### config.mk
export PLATFORM = sky130hd
export DESIGN_NAME = mips_mc_control_flat
export DESIGN_NICKNAME = d
export VERILOG_FILES = /design/src/rtl/mips_mc_pkg.sv /design/src/rtl/mips_mc_control_if.sv /design/src/rtl/mips_alu_decoder.sv /design/src/rtl/mips_mc_control.sv /design/src/flat_wrapper.sv
export SDC_FILE = /design/constraint.sdc
export NUM_CORES = 1
export LEC_CHECK = 0
export BUFFER_PORTS_ARGS = -buffer_cell sky130_fd_sc_hd__buf_2
export CORE_AREA = 2 2 40 42
export CTS_CLUSTER_SIZE = 16
export DETAILED_ROUTE_END_ITERATION = 8
export DIE_AREA = 0 0 42 44
export GPL_ROUTABILITY_DRIVEN = 0
export HOLD_SLACK_MARGIN = 0.03
export PLACE_DENSITY = 0.82
export SETUP_SLACK_MARGIN = 0.4
export SLEW_MARGIN = 20
export SYNTH_ARGS = -nofsm -noshare
export SYNTH_HDL_FRONTEND = slang
export SYNTH_SLANG_ARGS = --single-unit
export TNS_END_PERCENT = 100
### constraint.sdc
create_clock -name clk -period 3.4 [get_ports clk]
set_input_delay 0.51 -clock clk [delete_from_list [all_inputs] [get_ports clk]]
set_output_delay 0.51 -clock clk [all_outputs]
set_load 0.03 [all_outputs]
### src/rtl/mips_mc_pkg.sv
// Shared encodings for the multicycle MIPS control unit: FSM states, opcodes, ALUOp, funct and ALU control codes.
package mips_mc_pkg;

    localparam int OP_W    = 6;
    localparam int FUNCT_W = 6;

    typedef enum logic [3:0] {
        S_FETCH   = 4'd0,
        S_DECODE  = 4'd1,
        S_MEMADR  = 4'd2,
        S_MEMRD   = 4'd3,
        S_MEMWB   = 4'd4,
        S_MEMWR   = 4'd5,
        S_EXECUTE = 4'd6,
        S_ALUWB   = 4'd7,
        S_BRANCH  = 4'd8,
        S_ADDIEX  = 4'd9,
        S_ADDIWB  = 4'd10,
        S_JUMP    = 4'd11
    } state_t;

    localparam logic [OP_W-1:0] OP_RTYPE = 6'b000000;
    localparam logic [OP_W-1:0] OP_LW    = 6'b100011;
    localparam logic [OP_W-1:0] OP_SW    = 6'b101011;
    localparam logic [OP_W-1:0] OP_BEQ   = 6'b000100;
    localparam logic [OP_W-1:0] OP_BNE   = 6'b000101;
    localparam logic [OP_W-1:0] OP_ADDI  = 6'b001000;
    localparam logic [OP_W-1:0] OP_J     = 6'b000010;

    typedef enum logic [1:0] {
        ALUOP_ADD   = 2'b00,
        ALUOP_SUB   = 2'b01,
        ALUOP_FUNCT = 2'b10,
        ALUOP_RSVD  = 2'b11
    } aluop_t;

    localparam logic [FUNCT_W-1:0] F_ADD = 6'b100000;
    localparam logic [FUNCT_W-1:0] F_SUB = 6'b100010;
    localparam logic [FUNCT_W-1:0] F_AND = 6'b100100;
    localparam logic [FUNCT_W-1:0] F_OR  = 6'b100101;
    localparam logic [FUNCT_W-1:0] F_SLT = 6'b101010;

    localparam logic [2:0] ALU_ADD = 3'b010;
    localparam logic [2:0] ALU_SUB = 3'b110;
    localparam logic [2:0] ALU_AND = 3'b000;
    localparam logic [2:0] ALU_OR  = 3'b001;
    localparam logic [2:0] ALU_SLT = 3'b111;

endpackage

### src/rtl/mips_mc_control_if.sv
// Control <-> datapath signal bundle; master is the control unit, slave is the datapath.
interface mips_mc_control_if #(
    parameter int OP_W    = 6,
    parameter int FUNCT_W = 6
);
    logic [OP_W-1:0]    opcode;
    logic [FUNCT_W-1:0] funct;
    logic               zero;
    logic               iord;
    logic               mem_write;
    logic               ir_write;
    logic               reg_dst;
    logic               mem_to_reg;
    logic               reg_write;
    logic               alu_src_a;
    logic [1:0]         alu_src_b;
    logic [2:0]         alu_control;
    logic [1:0]         pc_src;
    logic               pc_en;
    logic [3:0]         state_dbg;

    modport master (
        input  opcode, funct, zero,
        output iord, mem_write, ir_write, reg_dst, mem_to_reg, reg_write,
               alu_src_a, alu_src_b, alu_control, pc_src, pc_en, state_dbg
    );

    modport slave (
        output opcode, funct, zero,
        input  iord, mem_write, ir_write, reg_dst, mem_to_reg, reg_write,
               alu_src_a, alu_src_b, alu_control, pc_src, pc_en, state_dbg
    );
endinterface

### src/rtl/mips_alu_decoder.sv
// Combinational ALU control decoder: ALUOp plus funct field -> 3-bit ALU operation.
module mips_alu_decoder
    import mips_mc_pkg::*;
(
    input  aluop_t             alu_op_i,
    input  logic [FUNCT_W-1:0] funct_i,
    output logic [2:0]         alu_control_o
);

    always_comb begin
        alu_control_o = ALU_ADD;
        case (alu_op_i)
            ALUOP_SUB: alu_control_o = ALU_SUB;
            ALUOP_FUNCT: begin
                case (funct_i)
                    F_SUB:   alu_control_o = ALU_SUB;
                    F_AND:   alu_control_o = ALU_AND;
                    F_OR:    alu_control_o = ALU_OR;
                    F_SLT:   alu_control_o = ALU_SLT;
                    default: alu_control_o = ALU_ADD;
                endcase
            end
            default: ;
        endcase
    end

endmodule

### src/rtl/mips_mc_control.sv
// Multicycle MIPS main control: Moore FSM driving datapath register enables and mux selects.
// Optional MIPS_MC_BNE_EN adds bne (opcode 000101) through the shared BRANCH state.
module mips_mc_control
    import mips_mc_pkg::*;
(
    input  logic              clk,
    input  logic              reset,
    mips_mc_control_if.master bus
);

    state_t     state_q, state_d;
    aluop_t     alu_op;
    logic [2:0] alu_ctl;
    logic       pc_write, branch, taken, illegal;
    logic       iord_c, mem_write_c, ir_write_c, reg_dst_c, mem_to_reg_c, reg_write_c, alu_src_a_c;
    logic [1:0] alu_src_b_c, pc_src_c;

    always_ff @(posedge clk) begin
        if (reset) state_q <= S_FETCH;
        else       state_q <= state_d;
    end

    always_comb begin
        state_d      = S_FETCH;
        alu_op       = ALUOP_ADD;
        pc_write     = 1'b0;
        branch       = 1'b0;
        taken        = 1'b0;
        illegal      = 1'b0;
        iord_c       = 1'b0;
        mem_write_c  = 1'b0;
        ir_write_c   = 1'b0;
        reg_dst_c    = 1'b0;
        mem_to_reg_c = 1'b0;
        reg_write_c  = 1'b0;
        alu_src_a_c  = 1'b0;
        alu_src_b_c  = 2'b00;
        pc_src_c     = 2'b00;
        case (state_q)
            S_FETCH: begin
                ir_write_c  = 1'b1;
                alu_src_b_c = 2'b01;
                pc_write    = 1'b1;
                state_d     = S_DECODE;
            end
            S_DECODE: begin
                alu_src_b_c = 2'b11;
                case (bus.opcode)
                    OP_LW, OP_SW: state_d = S_MEMADR;
                    OP_RTYPE:     state_d = S_EXECUTE;
                    OP_BEQ:       state_d = S_BRANCH;
`ifdef MIPS_MC_BNE_EN
                    OP_BNE:       state_d = S_BRANCH;
`endif
                    OP_ADDI:      state_d = S_ADDIEX;
                    OP_J:         state_d = S_JUMP;
                    default:      state_d = S_FETCH;
                endcase
            end
            S_MEMADR: begin
                alu_src_a_c = 1'b1;
                alu_src_b_c = 2'b10;
                state_d     = (bus.opcode == OP_SW) ? S_MEMWR : S_MEMRD;
            end
            S_MEMRD: begin
                iord_c  = 1'b1;
                state_d = S_MEMWB;
            end
            S_MEMWB: begin
                mem_to_reg_c = 1'b1;
                reg_write_c  = 1'b1;
            end
            S_MEMWR: begin
                iord_c      = 1'b1;
                mem_write_c = 1'b1;
            end
            S_EXECUTE: begin
                alu_src_a_c = 1'b1;
                alu_op      = ALUOP_FUNCT;
                state_d     = S_ALUWB;
            end
            S_ALUWB: begin
                reg_dst_c   = 1'b1;
                reg_write_c = 1'b1;
            end
            S_BRANCH: begin
                alu_src_a_c = 1'b1;
                alu_op      = ALUOP_SUB;
                pc_src_c    = 2'b01;
                branch      = 1'b1;
`ifdef MIPS_MC_BNE_EN
                taken       = (bus.opcode == OP_BNE) ? ~bus.zero : bus.zero;
`else
                taken       = bus.zero;
`endif
            end
            S_ADDIEX: begin
                alu_src_a_c = 1'b1;
                alu_src_b_c = 2'b10;
                state_d     = S_ADDIWB;
            end
            S_ADDIWB: reg_write_c = 1'b1;
            S_JUMP: begin
                pc_src_c = 2'b10;
                pc_write = 1'b1;
            end
            default: illegal = 1'b1;
        endcase
    end

    mips_alu_decoder u_alu_dec (
        .alu_op_i      (alu_op),
        .funct_i       (bus.funct),
        .alu_control_o (alu_ctl)
    );

    // Reset blanks every output so no write strobe can fire during a mid-instruction reset.
    assign bus.iord        = ~reset & iord_c;
    assign bus.mem_write   = ~reset & mem_write_c;
    assign bus.ir_write    = ~reset & ir_write_c;
    assign bus.reg_dst     = ~reset & reg_dst_c;
    assign bus.mem_to_reg  = ~reset & mem_to_reg_c;
    assign bus.reg_write   = ~reset & reg_write_c;
    assign bus.alu_src_a   = ~reset & alu_src_a_c;
    assign bus.alu_src_b   = reset ? 2'b00 : alu_src_b_c;
    assign bus.pc_src      = reset ? 2'b00 : pc_src_c;
    assign bus.alu_control = (reset || illegal) ? 3'b000 : alu_ctl;
    assign bus.pc_en       = ~reset & (pc_write | (branch & taken));
    assign bus.state_dbg   = reset ? 4'd0 : state_q;

endmodule

### src/flat_wrapper.sv
// flat-port wrapper written by rule: the top's interface ports become plain ports
module mips_mc_control_flat import mips_mc_pkg::*;
  (clk, reset, bus_opcode, bus_funct, bus_zero, bus_iord, bus_mem_write, bus_ir_write, bus_reg_dst, bus_mem_to_reg, bus_reg_write, bus_alu_src_a, bus_alu_src_b, bus_alu_control, bus_pc_src, bus_pc_en, bus_state_dbg);
  mips_mc_control_if bus_i ();
  input  logic clk;
  input  logic reset;
  input wire logic [$bits(bus_i.opcode)-1:0] bus_opcode;
  input wire logic [$bits(bus_i.funct)-1:0] bus_funct;
  input wire logic [$bits(bus_i.zero)-1:0] bus_zero;
  output wire logic [$bits(bus_i.iord)-1:0] bus_iord;
  output wire logic [$bits(bus_i.mem_write)-1:0] bus_mem_write;
  output wire logic [$bits(bus_i.ir_write)-1:0] bus_ir_write;
  output wire logic [$bits(bus_i.reg_dst)-1:0] bus_reg_dst;
  output wire logic [$bits(bus_i.mem_to_reg)-1:0] bus_mem_to_reg;
  output wire logic [$bits(bus_i.reg_write)-1:0] bus_reg_write;
  output wire logic [$bits(bus_i.alu_src_a)-1:0] bus_alu_src_a;
  output wire logic [$bits(bus_i.alu_src_b)-1:0] bus_alu_src_b;
  output wire logic [$bits(bus_i.alu_control)-1:0] bus_alu_control;
  output wire logic [$bits(bus_i.pc_src)-1:0] bus_pc_src;
  output wire logic [$bits(bus_i.pc_en)-1:0] bus_pc_en;
  output wire logic [$bits(bus_i.state_dbg)-1:0] bus_state_dbg;
  assign bus_i.opcode = bus_opcode;
  assign bus_i.funct = bus_funct;
  assign bus_i.zero = bus_zero;
  assign bus_iord = bus_i.iord;
  assign bus_mem_write = bus_i.mem_write;
  assign bus_ir_write = bus_i.ir_write;
  assign bus_reg_dst = bus_i.reg_dst;
  assign bus_mem_to_reg = bus_i.mem_to_reg;
  assign bus_reg_write = bus_i.reg_write;
  assign bus_alu_src_a = bus_i.alu_src_a;
  assign bus_alu_src_b = bus_i.alu_src_b;
  assign bus_alu_control = bus_i.alu_control;
  assign bus_pc_src = bus_i.pc_src;
  assign bus_pc_en = bus_i.pc_en;
  assign bus_state_dbg = bus_i.state_dbg;
  mips_mc_control u_core (.clk(clk), .reset(reset), .bus(bus_i));
endmodule
# Word level (Yosys, flattened, before mapping)
# Index checks and enable logic that the tools add are counted.
dict set report classes {
  eq_ne 22
  reduce_logical 10
  n_mux 23
  bitwise_logic 11
}
# operator count
set op_table {}
lappend op_table {{6-bit == test (second input constant)} 6}
lappend op_table {{4-bit one-hot mux with 6 select lines} 1}
lappend op_table {{4-bit one-hot mux with 5 select lines} 1}
lappend op_table {{4-bit by 3-bit == test with 1-bit output (second input constant)} 4}
lappend op_table {{4-bit == test (second input constant)} 4}
lappend op_table {{3-bit one-hot mux with 4 select lines} 1}
lappend op_table {{12-bit OR reduction} 1}
lappend op_table {{1-bit 2-to-1 mux} 11}
lappend op_table {{1-bit AND} 9}
lappend op_table {{4-bit by 2-bit == test with 1-bit output (second input constant)} 2}
lappend op_table {{2-bit one-hot mux with 2 select lines} 2}
lappend op_table {{2-bit OR reduction} 4}
lappend op_table {{6-bit by 2-bit == test with 1-bit output (second input constant)} 1}
lappend op_table {{6-bit by 3-bit == test with 1-bit output (second input constant)} 1}
lappend op_table {{6-bit by 4-bit == test with 1-bit output (second input constant)} 1}
lappend op_table {{6-bit zero test} 1}
lappend op_table {{3-bit 2-to-1 mux} 2}
lappend op_table {{2-bit one-hot mux with 3 select lines} 1}
lappend op_table {{3-bit one-hot mux with 2 select lines} 1}
lappend op_table {{4-bit by 1-bit == test with 1-bit output (second input constant)} 1}
lappend op_table {{4-bit zero test} 1}
lappend op_table {{2-bit 2-to-1 mux} 2}
lappend op_table {{4-bit 2-to-1 mux} 1}
lappend op_table {{4-bit OR reduction} 1}
lappend op_table {{6 further kinds} 6}
dict set report totals {
  ff_bits 4
  wordCells 67
  inputBits 15
  output_inout_bits 19
}

# Logic depth before layout (Yosys ltp)
# Gate-level depths: netlist of run 1.
dict set report logic_depth {
  word_depth 5
  ltp_mapped 8
  depth_no_buf 7
}

# Cells and area by module
# From an unflattened synthesis of run 1, not the netlist that was laid out.
dict set report unflattened {
  hier_cells 92
  hier_area_um2 620.6
}
# mod area_per_inst_um2 seq_area_each_um2 cells_each instances
set by_module_without_submodules {}
lappend by_module_without_submodules {mips_mc_control 501.7 80.1 77 1}
lappend by_module_without_submodules {mips_alu_decoder 118.9 0.0 15 1}

# Least setup slack after synthesis of run 1
# OpenSTA, ideal clock, no wires.
dict set report synth_timing {
  kind {reg-to-output}
  start {register u_core.state_q[1]}
  end {output bus_alu_control[0]}
  stages_incl_launch_ff 7
  n_path_buf 0
  path_slack_ps 692
  required_time_ps 2890
  t_arrival_ps 2198
  cell_sequence {dfxtp_1 inv_1 nor4b_1 inv_1 ha_1 a211o_1 nor3_1}
}
dict set report synth_via {
  elab_chain_cells 5
  word_cells_on_any_way 20
  cone_classes {13 x eq/ne; 4 x mux; 3 x reduce/logical}
}
# item line
set synth_rtl {}
lappend synth_rtl {{start: declaration} mips_mc_control.sv:11} ;# state_t state_q, state_d;
lappend synth_rtl {{start signal: assignment} mips_mc_control.sv:20} ;# else state_q <= state_d;
lappend synth_rtl {{4-bit == test (tied with other cells)} mips_mc_control.sv:39} ;# case (state_q)
lappend synth_rtl {{2-bit one-hot mux with 2 select lines / 12-bit OR reduction (equally long branches)} --}
lappend synth_rtl {{2-bit == test (tied with other cells)} mips_alu_decoder.sv:12} ;# case (alu_op_i)
lappend synth_rtl {{3-bit one-hot mux with 2 select lines / 1-bit logical OR (equally long branches)} {mips_alu_decoder.sv:12, mips_mc_control.sv:127}}
lappend synth_rtl {{3-bit 2-to-1 mux *} mips_mc_control.sv:127} ;# assign bus.alu_control = (reset || illegal) ? 3'b000 : alu_ctl;
lappend synth_rtl {{end: declaration} flat_wrapper.sv:18} ;# output wire logic [$bits(bus_i.alu_control)-1:0] bus_alu_control;
# Every way passes the cells marked *; elsewhere a longest branch is shown, timed or not.

# Worst setup path after layout of run 1
# Same ends and word-level chain as after synthesis.

==> implementation parameters, run 1 <==
Parameter                              Value

Outcome
  Result of the run    completed

Placed design
  Placed wire-length estimate after detailed placement    1.245 mm
  Port Buffers    33
  Post-placement worst setup slack    513.4 ps

Power and ir drop
  Power Density    216.8 nW/µm²
  Total Power    0.0001739 W
  Static leakage    0.3702 nW
  Worst supply voltage drop on vdd    170.5 µV

Cells and area
  Number of fill cells    151
  Total Nets Final    135
  Register with the most flip-flops    u_core.state_q
  Number of antenna diodes    0
  Registers with the most flip-flops    u_core.state_q: 4 flops
  Flip-flop count of the largest register, all copies and words added    4
  Share of layout cells above drive strength 1    0.4052
  Layout-stage area growth over the synthesis result    25.69%

Setup path
  Highest net fanout along the worst path    13
  CP Cell Sequence    inv_1 > nor4b_2 > inv_1 > ha_1 > a211o_1 > nor3_1 > buf_2
  Crit path launch type    register
  Largest stage delay on the critical path    440 ps
  Slowest cell on crit path    dfxtp_2
  Cell type group with the largest total delay on the critical path    simple AND/OR/NAND/NOR gates
  Required time of the worst setup path    2890 ps
  CP Data Arrival Time    2290 ps
  Critical setup path kind    reg -> out
  Critical Path Most Common Cell    inv_1
  Combined buffer and inverter count along the critical path    3
  Crit path capture type    primary output

STA
  Transition time of the tightest slew-check pin    409.2 ps
  Max Clock Freq    357.2 MHz
  Fin. Hold Viols    0
  Rel. slew slack    0.7268
  Setup violators final    0
  Setup repair after global routing missed its margin    no
  Number of max-slew violations in the final report    0
  Shortest period the worst path allows    2799 ps
  Largest clock skew in the final design    4.862 ps
  Tightest hold margin    599.8 ps
  Total negative slack for setup checks    0 ps
  Worst-case setup margin in the final layout    600.7 ps
  Final period util    0.8233

Synthesis
  Leading cell types by count after synthesis    12 x nor2_1, 5 x inv_1, 5 x o21ai_0
  Fraction of synthesized area in multiplexers    0
  Number of library cell types mapped by synthesis    38
  Share of Yosys cell area claimed by the top area cell type    0.1255
  Number of flip-flops and latches in the synthesized netlist    4
  Share of the synthesized area in compound gates (AO/OA/AOI/OAI)    0.3255
  Cell area after synthesis    638.1 µm²
  Combinational family with the most area after synthesis    simple AND/OR/NAND/NOR gates
  Sequential element share of the synthesized area    0.1255
  Async set-reset flop share out of synthesis    0
  Parity-gate share of the synthesized area counting xor and xnor cells    0.04118
  Flip-flop cell with the highest count after synthesis    dfxtp_1
  Most numerous cell in the Yosys netlist    nor2_1
  Total of warnings raised by yosys    0
  Adder and majority gate portion of the synthesized area    0.03922
  Fraction of the mapped netlist area in simple logic gates    0.3451
  Count of flip-flops with a built-in enable after synthesis    0
  Average cell area after synthesis    7.420 µm²
  Synthesized instance count    86
  Cells taking the most area after synthesis    dfxtp_1 13%, nor2_1 7.1%, buf_6 5.3%
  Number of nets produced by synthesis    103
  Post-synthesis cell type with the largest combined area    dfxtp_1

Drt
  First drt pass iteration count    5
  Number of design rule violations left after detail routing    0
  Average wire per standard cell    11.92 µm
  Number of vias after detailed routing    760
  Vias per inst    5.758
  Detailed router's first-iteration violation count    14
  Drt total wl    1.574 mm
  Antenna-violating nets left    0

Global routing
  Global router's overall resource usage    0.1913
  Largest net degree at the start of global routing    18
  Number of global-route vias before repair    676
  Initial antenna violation count    0
  Global-route wire length before repair    2.787 mm
  Gr ovfl total    0

CTS
  H-Tree Level Count    1
  Clock tree from TritonCTS    done
  Number of setup buffers added after CTS    0
  Max Root-Sink Buffers    2
  Cts bufs inserted    3
  Clk Latency, worst-skew pair    240 ps
  Clock slew at the register clock pins of the worst setup and hold paths    40 ps
  Clock root buffer    clkbuf_4
  Count of hold buffers inserted by post-cts repair    0
  Clock Sink Count    4

Floorplanning
  DIE AREA    1848 µm²
  Vertical die dimension    44 µm
  Effective utilization at floorplan    0.4497
  Die width    42 µm
  Core outline area    1419 µm²
  Std cell rows    14
  Top-Level Pins    34

Min path
  Type of the worst min-delay path    reg -> reg

Flow run
  Max-capacitance violation count    0
final timing paths:
check / start / end / slack [ps] / cells past startpoint
max: u_core.state_q[1] / bus_alu_control[0] / 600 / 7
min: u_core.state_q[1] / u_core.state_q[2] / 600 / 2
max reg2reg: u_core.state_q[0] / u_core.state_q[0] / 1740 / 4
min reg2reg: u_core.state_q[1] / u_core.state_q[2] / 600 / 2
tightest hold or removal path, delay by kind of cell, from the launching register on:
family	cells	cell delay, ps
AOI/OAI and AO/OA	1	70
and+or+nand+nor	1	90
DFF	1	380
logic make-up (layout without fill, tap and decap cells):
kind of cell / Yosys count / after routing
fa+ha+maj: 2 / 2
xor+xnor: 3 / 3
buf+inv: 12 / 42
simple gates: 40 / 40
compound gates: 25 / 25
flops: 4 / 4
routing by layer:
layer / wire length (µm) / up-vias / global-route usage
li1: - / 391 / -
met1: 674 / 338 / 0.2275
met2: 760 / 29 / 0.3344
met3: 119 / 2 / 0.02500
met4: 20 / 0 / 0.1032
met5: 0 / - / 0
what timing repair did:
action,in CTS,in global routing
pin swaps,0,0
gates resized for setup,1,2
endpoints found under the hold margin,0,0
setup endpoints to repair,2,3
stage by stage:
| step | util | area [µm²] | cells |
|---|---|---|---|
| 2_1_floorplan | - | 638.1 | 86 |
| 3_3_place_gp | 0.5432 | 770.7 | 129 |
| 3_5_place_dp | 0.5432 | 770.7 | 129 |
| 4_1_cts | 0.5635 | 799.5 | 132 |
| 5_1_grt | 0.5653 | 802.0 | 132 |
| 6_report | 0.5653 | 802.0 | 132 |
layout by cell type (no fill, tap or decap), drive strengths merged:
cell      n
nor4      2
nand3b    1
dfxtp     4
o211ai    1
a41oi     1
buf      34
nor2     12
and3      2
inv       5
o21ai     5
nand2     3
xor2      2
nor3      4
clkbuf    3
a32oi     2
nor3b     2
and2      1
a21o      2
and3b     1
a31oi     1
xnor2     1
ha        2
nor2b     3
or3       1
nor4b     1
o31a      1
or4       1
a21oi     2
a211o     2
nand3     3
a211oi    4
nand4     1
a41o      2
nand2b    2
a2111oi   2
where the power goes:
group          internal [W]   total, W  switching (W)  leakage [nW]
Clock             0.0000396  0.0000616      0.0000219        0.0138
Combinational     0.0000227  0.0000584      0.0000357         0.323
Sequential        0.0000488  0.0000538     0.00000500        0.0336
final cells by class:
type | instances | area, µm² | area share
multi-input cells | 70 | 485.5 | 0.6053
repair buffers | 34 | 172.7 | 0.2153
flip-flops and latches | 4 | 82.58 | 0.1030
clock buffers | 3 | 22.52 | 0.02808
well taps | 16 | 20.02 | 0.02496
inverters | 5 | 18.77 | 0.02340
No activity file was read; power rests on OpenSTA's default activity.
==> inputs of run 2 (changes only) <==
Settings changed: CORE_AREA 2 2 40 42 to 2 2 44 46, DIE_AREA 0 0 42 44 to 0 0 46 48, PLACE_DENSITY 0.82 to 0.72.
Clock period 3.4 ns to 2.5 ns, I/O delays scaled along.
==> run 2 against run 1 <==
- routed wire length grew 31%
- core utilization up 3.9 points
- setup slack worse by 310 ps
- hold slack got worse by 110 ps
- combinational power up 83%
- sequential power rose by 29%
- die area is 19% higher
- cell count increased by 12%
- flip-flop and latch count is the same
- clock power increased by 40%
- cell area is 27% higher
- largest power group is now combinational cells
==> implementation parameters, run 2 (same netlist as run 1, synthesis figures left out) <==
Parameter                              Value

Outcome
  Result of the run    completed

Drt
  Average wire per standard cell    13.95 µm (+17%)
  Number of design rule violations left after detail routing    0 (unchanged)
  First drt pass iteration count    4 (-1)
  Drt total wl    2.065 mm (+31%)
  Antenna-violating nets left    0 (unchanged)
  Number of vias after detailed routing    833 (+9.6%)
  Detailed router's first-iteration violation count    14 (unchanged)
  Vias per inst    5.628 (-2.2%)

STA
  Fin. Hold Viols    0 (unchanged)
  Tightest hold margin    491.1 ps (-108.7 ps)
  Rel. slew slack    0.6823 (-0.04451)
  Max Clock Freq    452.2 MHz
  Setup repair after global routing missed its margin    yes
  Final period util    0.8845
  Transition time of the tightest slew-check pin    464.5 ps (+55.31 ps)
  Number of max-slew violations in the final report    0 (unchanged)
  Shortest period the worst path allows    2211 ps
  Largest clock skew in the final design    7.304 ps (+2.442 ps)
  Total negative slack for setup checks    0 ps (unchanged)
  Setup violators final    0 (unchanged)

Global routing
  Gr ovfl total    0 (unchanged)
  Global-route wire length before repair    3.084 mm (+11%)
  Largest net degree at the start of global routing    16 (-2)
  Global router's overall resource usage    0.1950 (+0.003742)
  Number of global-route vias before repair    705 (+4.3%)
  Initial antenna violation count    0 (unchanged)

CTS
  Cts bufs inserted    3 (unchanged)
  Clock tree from TritonCTS    done
  Clk Latency, worst-skew pair    250 ps (about the same)
  Max Root-Sink Buffers    2 (unchanged)
  H-Tree Level Count    1 (unchanged)
  Clock root buffer    clkbuf_4
  Clock Sink Count    4 (unchanged)
  Clock slew at the register clock pins of the worst setup and hold paths    40 ps (about the same)

Cells and area
  Share of layout cells above drive strength 1    0.5725 (+0.1673)
  Total Nets Final    150 (+11%)
  Number of antenna diodes    0 (unchanged)
  Register with the most flip-flops    u_core.state_q
  Flip-flop count of the largest register, all copies and words added    4 (unchanged)
  Registers with the most flip-flops    u_core.state_q: 4 flops
  Highest-count cells in the layout ignoring fill and taps    30 x buf_2, 15 x buf_4, 9 x nor2_1
  Most common cell after layout, fill and taps aside    buf_2
  Number of fill cells    156 (+3.3%)
  Layout-stage area growth over the synthesis result    60.00%

Floorplanning
  Die width    46 µm (+9.5%)
  Top-Level Pins    34 (unchanged)
  Std cell rows    15 (+1)
  Effective utilization at floorplan    0.3778 (-0.07196)
  DIE AREA    2208 µm² (+19%)
  Core outline area    1689 µm² (+19%)
  Vertical die dimension    48 µm (+9.1%)

Setup path
  Highest net fanout along the worst path    2 (-11)
  CP Data Arrival Time    1840 ps (-450 ps)
  Critical Path Start    u_core.state_q[1]
  Critical setup path kind    reg -> out
  Crit path capture type    primary output
  Crit path launch type    register
  Critical register-to-register path startpoint    u_core.state_q[1]
  Required time of the worst setup path    2120 ps (-770 ps)

Placed design
  Port Buffers    33 (unchanged)
  Placed wire-length estimate after detailed placement    1.440 mm (+16%)

Min path
  Type of the worst min-delay path    reg -> reg
  Startpoint of the worst hold path    u_core.state_q[3]

Power and ir drop
  Power Density    257.2 nW/µm² (+19%)
  Worst supply voltage drop on vdd    247.5 µV (+45%)
  Static leakage    0.4779 nW (+29%)

Flow run
  Max-capacitance violation count    0 (unchanged)
==> run 2: cell count changes in the layout (fill, tap and decap cells not counted), moves of 2 or more <==
cell     before  now
nor3_1        4    2
dfxtp_4       0    3
nor2_2        0    2
buf_2        33   30
dfxtp_1       2    0
inv_1         5    2
nor2_1       12    9
buf_6         0    2
inv_2         0    2
buf_4         1   15
==> run 2: report_power, final <==
group          switching [W]  leakage [nW]  internal [W]
clock network      0.0000321        0.0138     0.0000541
logic              0.0000599         0.429     0.0000472
registers         0.00000464        0.0352     0.0000647
total              0.0000966         0.478      0.000166
==> run 2: final cells by class <==
| class | instances | area, µm² | area share |
|---|---|---|---|
| inverters | 5 | 21.27 | 0.02083 |
| well taps | 17 | 21.27 | 0.02083 |
| multi-input cells | 70 | 543.0 | 0.5319 |
| clock buffers | 3 | 22.52 | 0.02206 |
| flip-flops and latches | 4 | 92.59 | 0.09069 |
| repair buffers | 49 | 320.3 | 0.3137 |
==> run 2: final timing paths <==
kind / slack, ps / depth (start not counted) / endpoint
max: 290 / 7 / bus_alu_control[0]
min: 490 / 1 / u_core.state_q[0]
max reg2reg: 940 / 5 / u_core.state_q[0]
min reg2reg: 490 / 1 / u_core.state_q[0]
==> run 2: metal layers <==
| layer | track usage | up-vias | part of all wire |
|---|---|---|---|
| met5 | 0 | - | 0 |
| met4 | 0.08571 | 0 | 0.0092 |
| met3 | 0.03396 | 2 | 0.046 |
| met2 | 0.3444 | 28 | 0.51 |
| met1 | 0.2301 | 386 | 0.43 |
| li1 | - | 417 | - |
==> run 2: repair_timing <==
action                     CTS  global route
resized for setup           19             6
setup endpoints to repair    3             3
buffers inserted             4             5
hold buffers                 0             0
pin swaps                    6             3
==> run 2: metrics by stage <==
step	total power, W	utilization	setup WS (ps)	instances	area, µm²
final	0.0002626	0.6044	288.7	148	1021
after global routing	0.0002781	0.6044	244.5	148	1021
after CTS	0.0002585	0.5748	265.7	143	970.9
after detailed placement	0.0001568	0.5015	265.4	136	847.1
after global placement	0.0001548	0.5015	348.4	136	847.1
after floorplan	0.0001294	-	347.9	86	668.1
==> run 2: critical path: stages (launching register included) <==
cell and delay, ps:
dfxtp_4 360, inv_4 40, nor4b_4 290, inv_2 90, ha_4 220, a211o_1 280, nor3_4 150, buf_6 150
==> inputs of run 3 (changes only) <==
Settings changed: ABC_AREA set to 1, CORE_AREA 2 2 44 46 to 2 2 43 45, DIE_AREA 0 0 46 48 to 0 0 45 47, PLACE_DENSITY 0.72 to 0.73.
Clock period 2.5 ns to 1.84 ns, I/O delays scaled along.
==> run 3 against run 2 <==
- the flow now finishes with violations (negative setup slack)
- count of clock-buffer cells in the layout unchanged
- global-route usage is 3.9 points higher
- non-clock buffer count increased by 6
- register-to-register slack worse by 500 ps
- first-iteration DRC count increased by 50%
- cell area increased by 26%
- hold slack lost 17 ps
- clock skew fell by 6.4 ps
- combinational power increased by 50%
==> implementation parameters, run 3 <==
Parameter                              Value

CTS
  H-Tree Level Count    1 (unchanged)
  Max Root-Sink Buffers    2 (unchanged)
  Clock slew at the register clock pins of the worst setup and hold paths    30 ps (about the same)
  Cts bufs inserted    3 (unchanged)
  Clk Latency, worst-skew pair    230 ps (-20 ps)
  Clock tree from TritonCTS    done
  Clock Sink Count    4 (unchanged)
  Count of hold buffers inserted by post-cts repair    0 (unchanged)
  Clock root buffer    clkbuf_4

STA
  Final period util    1.007
  Largest clock skew in the final design    0.9175 ps (-6.387 ps)
  Worst-case setup margin in the final layout    -12.10 ps (-300.8 ps)
  Number of max-slew violations in the final report    0 (unchanged)
  Rel. slew slack    0.7787 (+0.09635)
  Setup repair after global routing missed its margin    yes
  Shortest period the worst path allows    1852 ps
  Fin. Hold Viols    0 (unchanged)
  Max Clock Freq    539.9 MHz
  Setup violators final    2 (+2)
  Total negative slack for setup checks    -13.31 ps (-13.31 ps)
  Transition time of the tightest slew-check pin    330.8 ps (-133.7 ps)

Min path
  Startpoint of the worst hold path    bus_opcode[4]
  Cell depth of the worst min-delay path    6 (+5)
  Type of the worst min-delay path    in -> reg
  Worst Hold Endpoint    u_core.state_q[1]

Synthesis
  Most numerous cell in the Yosys netlist    nor2_1
  Count of flip-flops with a built-in enable after synthesis    0 (unchanged)
  Synthesized instance count    121 (+41%)
  Number of flip-flops and latches in the synthesized netlist    4 (unchanged)
  Cell area after synthesis    616.8 µm² (-3.3%)
  Total of warnings raised by yosys    0 (unchanged)
  Number of nets produced by synthesis    138 (+34%)
  Average cell area after synthesis    5.098 µm² (-31%)
  Share of Yosys cell area claimed by the top area cell type    0.1582 (+0.03272)
  Number of library cell types mapped by synthesis    17 (-55%)
  Cells taking the most area after synthesis    nor2_1 16%, nand2_1 15%, dfxtp_1 13%
  Sequential element share of the synthesized area    0.1298 (+0.004327)
  Leading cell types by count after synthesis    26 x nor2_1, 24 x nand2_1, 18 x inv_1, 15 x nand3_1, 7 x a21oi_1
  Async set-reset flop share out of synthesis    0 (unchanged)
  Flip-flop cell with the highest count after synthesis    dfxtp_1
  Post-synthesis cell type with the largest combined area    nor2_1

Floorplanning
  Effective utilization at floorplan    0.3735 (-0.004293)
  Std cell rows    15 (unchanged)
  Top-Level Pins    34 (unchanged)
  Vertical die dimension    47 µm (-2.1%)
  Core outline area    1652 µm² (-2.2%)
  DIE AREA    2115 µm² (-4.2%)
  Die width    45 µm (-2.2%)

Placed design
  Port Buffers    33 (unchanged)
  Placed wire-length estimate after detailed placement    1.468 mm (+1.9%)
  Placed Instances    170 (+25%)

Setup path
  CP Data Arrival Time    1580 ps (-260 ps)
  Crit path launch type    register
  Critical setup path kind    reg -> out
  Setup slack of the most critical reg-to-reg path    440 ps (-500 ps)
  Critical register-to-register path startpoint    u_core.state_q[2]
  Depth of the worst register-to-register path    9 (+4)
  Crit path capture type    primary output
  Required time of the worst setup path    1560 ps (-560 ps)
  Endpoint of the worst register-to-register path    u_core.state_q[2]
  Highest net fanout along the worst path    4 (+2)

Drt
  Antenna-violating nets left    0 (unchanged)
  Detailed router's first-iteration violation count    21 (+7)
  First drt pass iteration count    4 (unchanged)
  Vias per inst    5.304 (-5.8%)
  Drt total wl    2.841 mm (+38%)
  Number of design rule violations left after detail routing    0 (unchanged)
  Average wire per standard cell    14.64 µm (+5.0%)
  Number of vias after detailed routing    1029 (+24%)

Power and ir drop
  Combinational Power Share    0.449 (+0.041)
  Int Pwr    0.0002213 W (+33%)
  Worst supply voltage drop on vdd    360.7 µV (+46%)
  Net switching share of the total power    0.3830 (+0.01502)
  Switching power    0.0001374 W (+42%)
  Power share of the sequential group    0.262 (-0.002)
  Power Density    279.5 nW/µm² (+8.7%)
  Clock share of power    0.289 (-0.039)
  Static leakage    0.6671 nW (+40%)
  Total Power    0.0003588 W (+37%)

Cells and area
  Register with the most flip-flops    u_core.state_q
  Area occupied by registers    95.09 µm² (+2.7%)
  Number of antenna diodes    0 (unchanged)
  Count of placed standard cells in the final layout, fillers left out    194 (+31%)
  Share of layout cells above drive strength 1    0.5819 (+0.009402)
  Area of combinational cells with multiple inputs    631.9 µm² (+16%)
  Total Nets Final    196 (+31%)
  Flip-flop count of the largest register, all copies and words added    4 (unchanged)
  Highest-count cells in the layout ignoring fill and taps    26 x buf_4, 18 x nor2_1, 18 x buf_2
  Layout-stage area growth over the synthesis result    108.1%
  Most common cell after layout, fill and taps aside    buf_4
  Registers with the most flip-flops    u_core.state_q: 4 flops
  Number of fill cells    113 (-28%)

Flow run
  Max-capacitance violation count    0 (unchanged)

Global routing
  Initial antenna violation count    0 (unchanged)
  Gr ovfl total    0 (unchanged)
  Global-route wire length before repair    3.574 mm (+16%)
  Largest net degree at the start of global routing    14 (-2)
  Global router's overall resource usage    0.2343 (+0.03922)
  Number of global-route vias before repair    896 (+27%)

Outcome
  Violations in the final reports    negative setup slack
  Result of the run    finished, violations left
-- run 3: cell count changes after synthesis, sizes merged, moves of 3 or more --
| cell | delta |
|---|---|
| a211oi | -3 |
| a21oi | +5 |
| buf | -3 |
| inv | +18 |
| nand2 | +23 |
| nand3 | +12 |
| nor2 | +18 |
| nor2b | -3 |
-- run 3: per-stage QoR --
stage	utilization	setup slack [ps]	cell area (µm²)	hold WS (ps)
after CTS	0.6674	57.67	1102	464.8
after detailed placement	0.5265	164.0	869.6	710.8
after floorplan	-	326.3	683.2	536.9
after global placement	0.5265	163.2	869.6	700.3
after global routing	0.7773	-73.33	1284	530.7
final	0.7773	-12.10	1284	474.1
-- run 3: how the worst max path moves through the flow --
stage | startpoint | endpoint | slack [ps]
floorplan | u_core.state_q[2] | bus_alu_control[2] | 330
global placement | u_core.state_q[2] | bus_alu_control[2] | 160
detailed placement | u_core.state_q[2] | bus_alu_control[1] | 160
CTS | u_core.state_q[3] | bus_alu_control[2] | 60
global route | u_core.state_q[2] | bus_alu_control[2] | -70
finish | u_core.state_q[2] | bus_alu_control[2] | -10
-- run 3: final cells by class --
type | instances | share of cell area
inverters | 23 | 0.08090
repair buffers | 55 | 0.3187
well taps | 17 | 0.01657
flip-flops and latches | 4 | 0.07407
multi-input cells | 92 | 0.4922
clock buffers | 3 | 0.01754
-- run 3: routing by layer --
layer / vias up / wire [µm] / global-route usage
met2: 51 / 1548 / 0.4429
met1: 469 / 1008 / 0.2368
met4: 0 / 115 / 0.1412
li1: 497 / - / -
met3: 12 / 168 / 0.04615
met5: - / 0 / 0
-- run 3: power by group through the flow --
stage | Sequential (W) | Clock (W) | Combinational, W
6_report | 0.0000942 | 0.000104 | 0.000161
3_3_place_gp | 0.0000958 | 0 | 0.000114
5_1_grt | 0.0000943 | 0.000115 | 0.000174
2_1_floorplan | 0.0000951 | 0 | 0.0000763
3_5_place_dp | 0.0000960 | 0 | 0.000115
4_1_cts | 0.0000938 | 0.000110 | 0.000132
-- run 3: repair_timing --
action                                  4_1_cts  5_1_grt
resized for setup                            34       36
setup buffers                                13        8
endpoints found under the setup margin       13       15
pin swaps                                     8       12
-- run 3: critical path: stages (launching register included) --
cell,delay [ps]
dfxtp_4,390
inv_6,50
nor2_4,130
nand2_4,90
ha_4,260
inv_4,70
nand2_4,70
a21oi_4,130
buf_6,140
-- run 3: cells by family after synthesis --
| group | synth area share |
|---|---|
| adders and majority gates | 0.04056 |
| and+or+nand+nor | 0.5558 |
| buffers and inverters | 0.1521 |
| DFF | 0.1298 |
| AOI/OAI and AO/OA | 0.1217 |
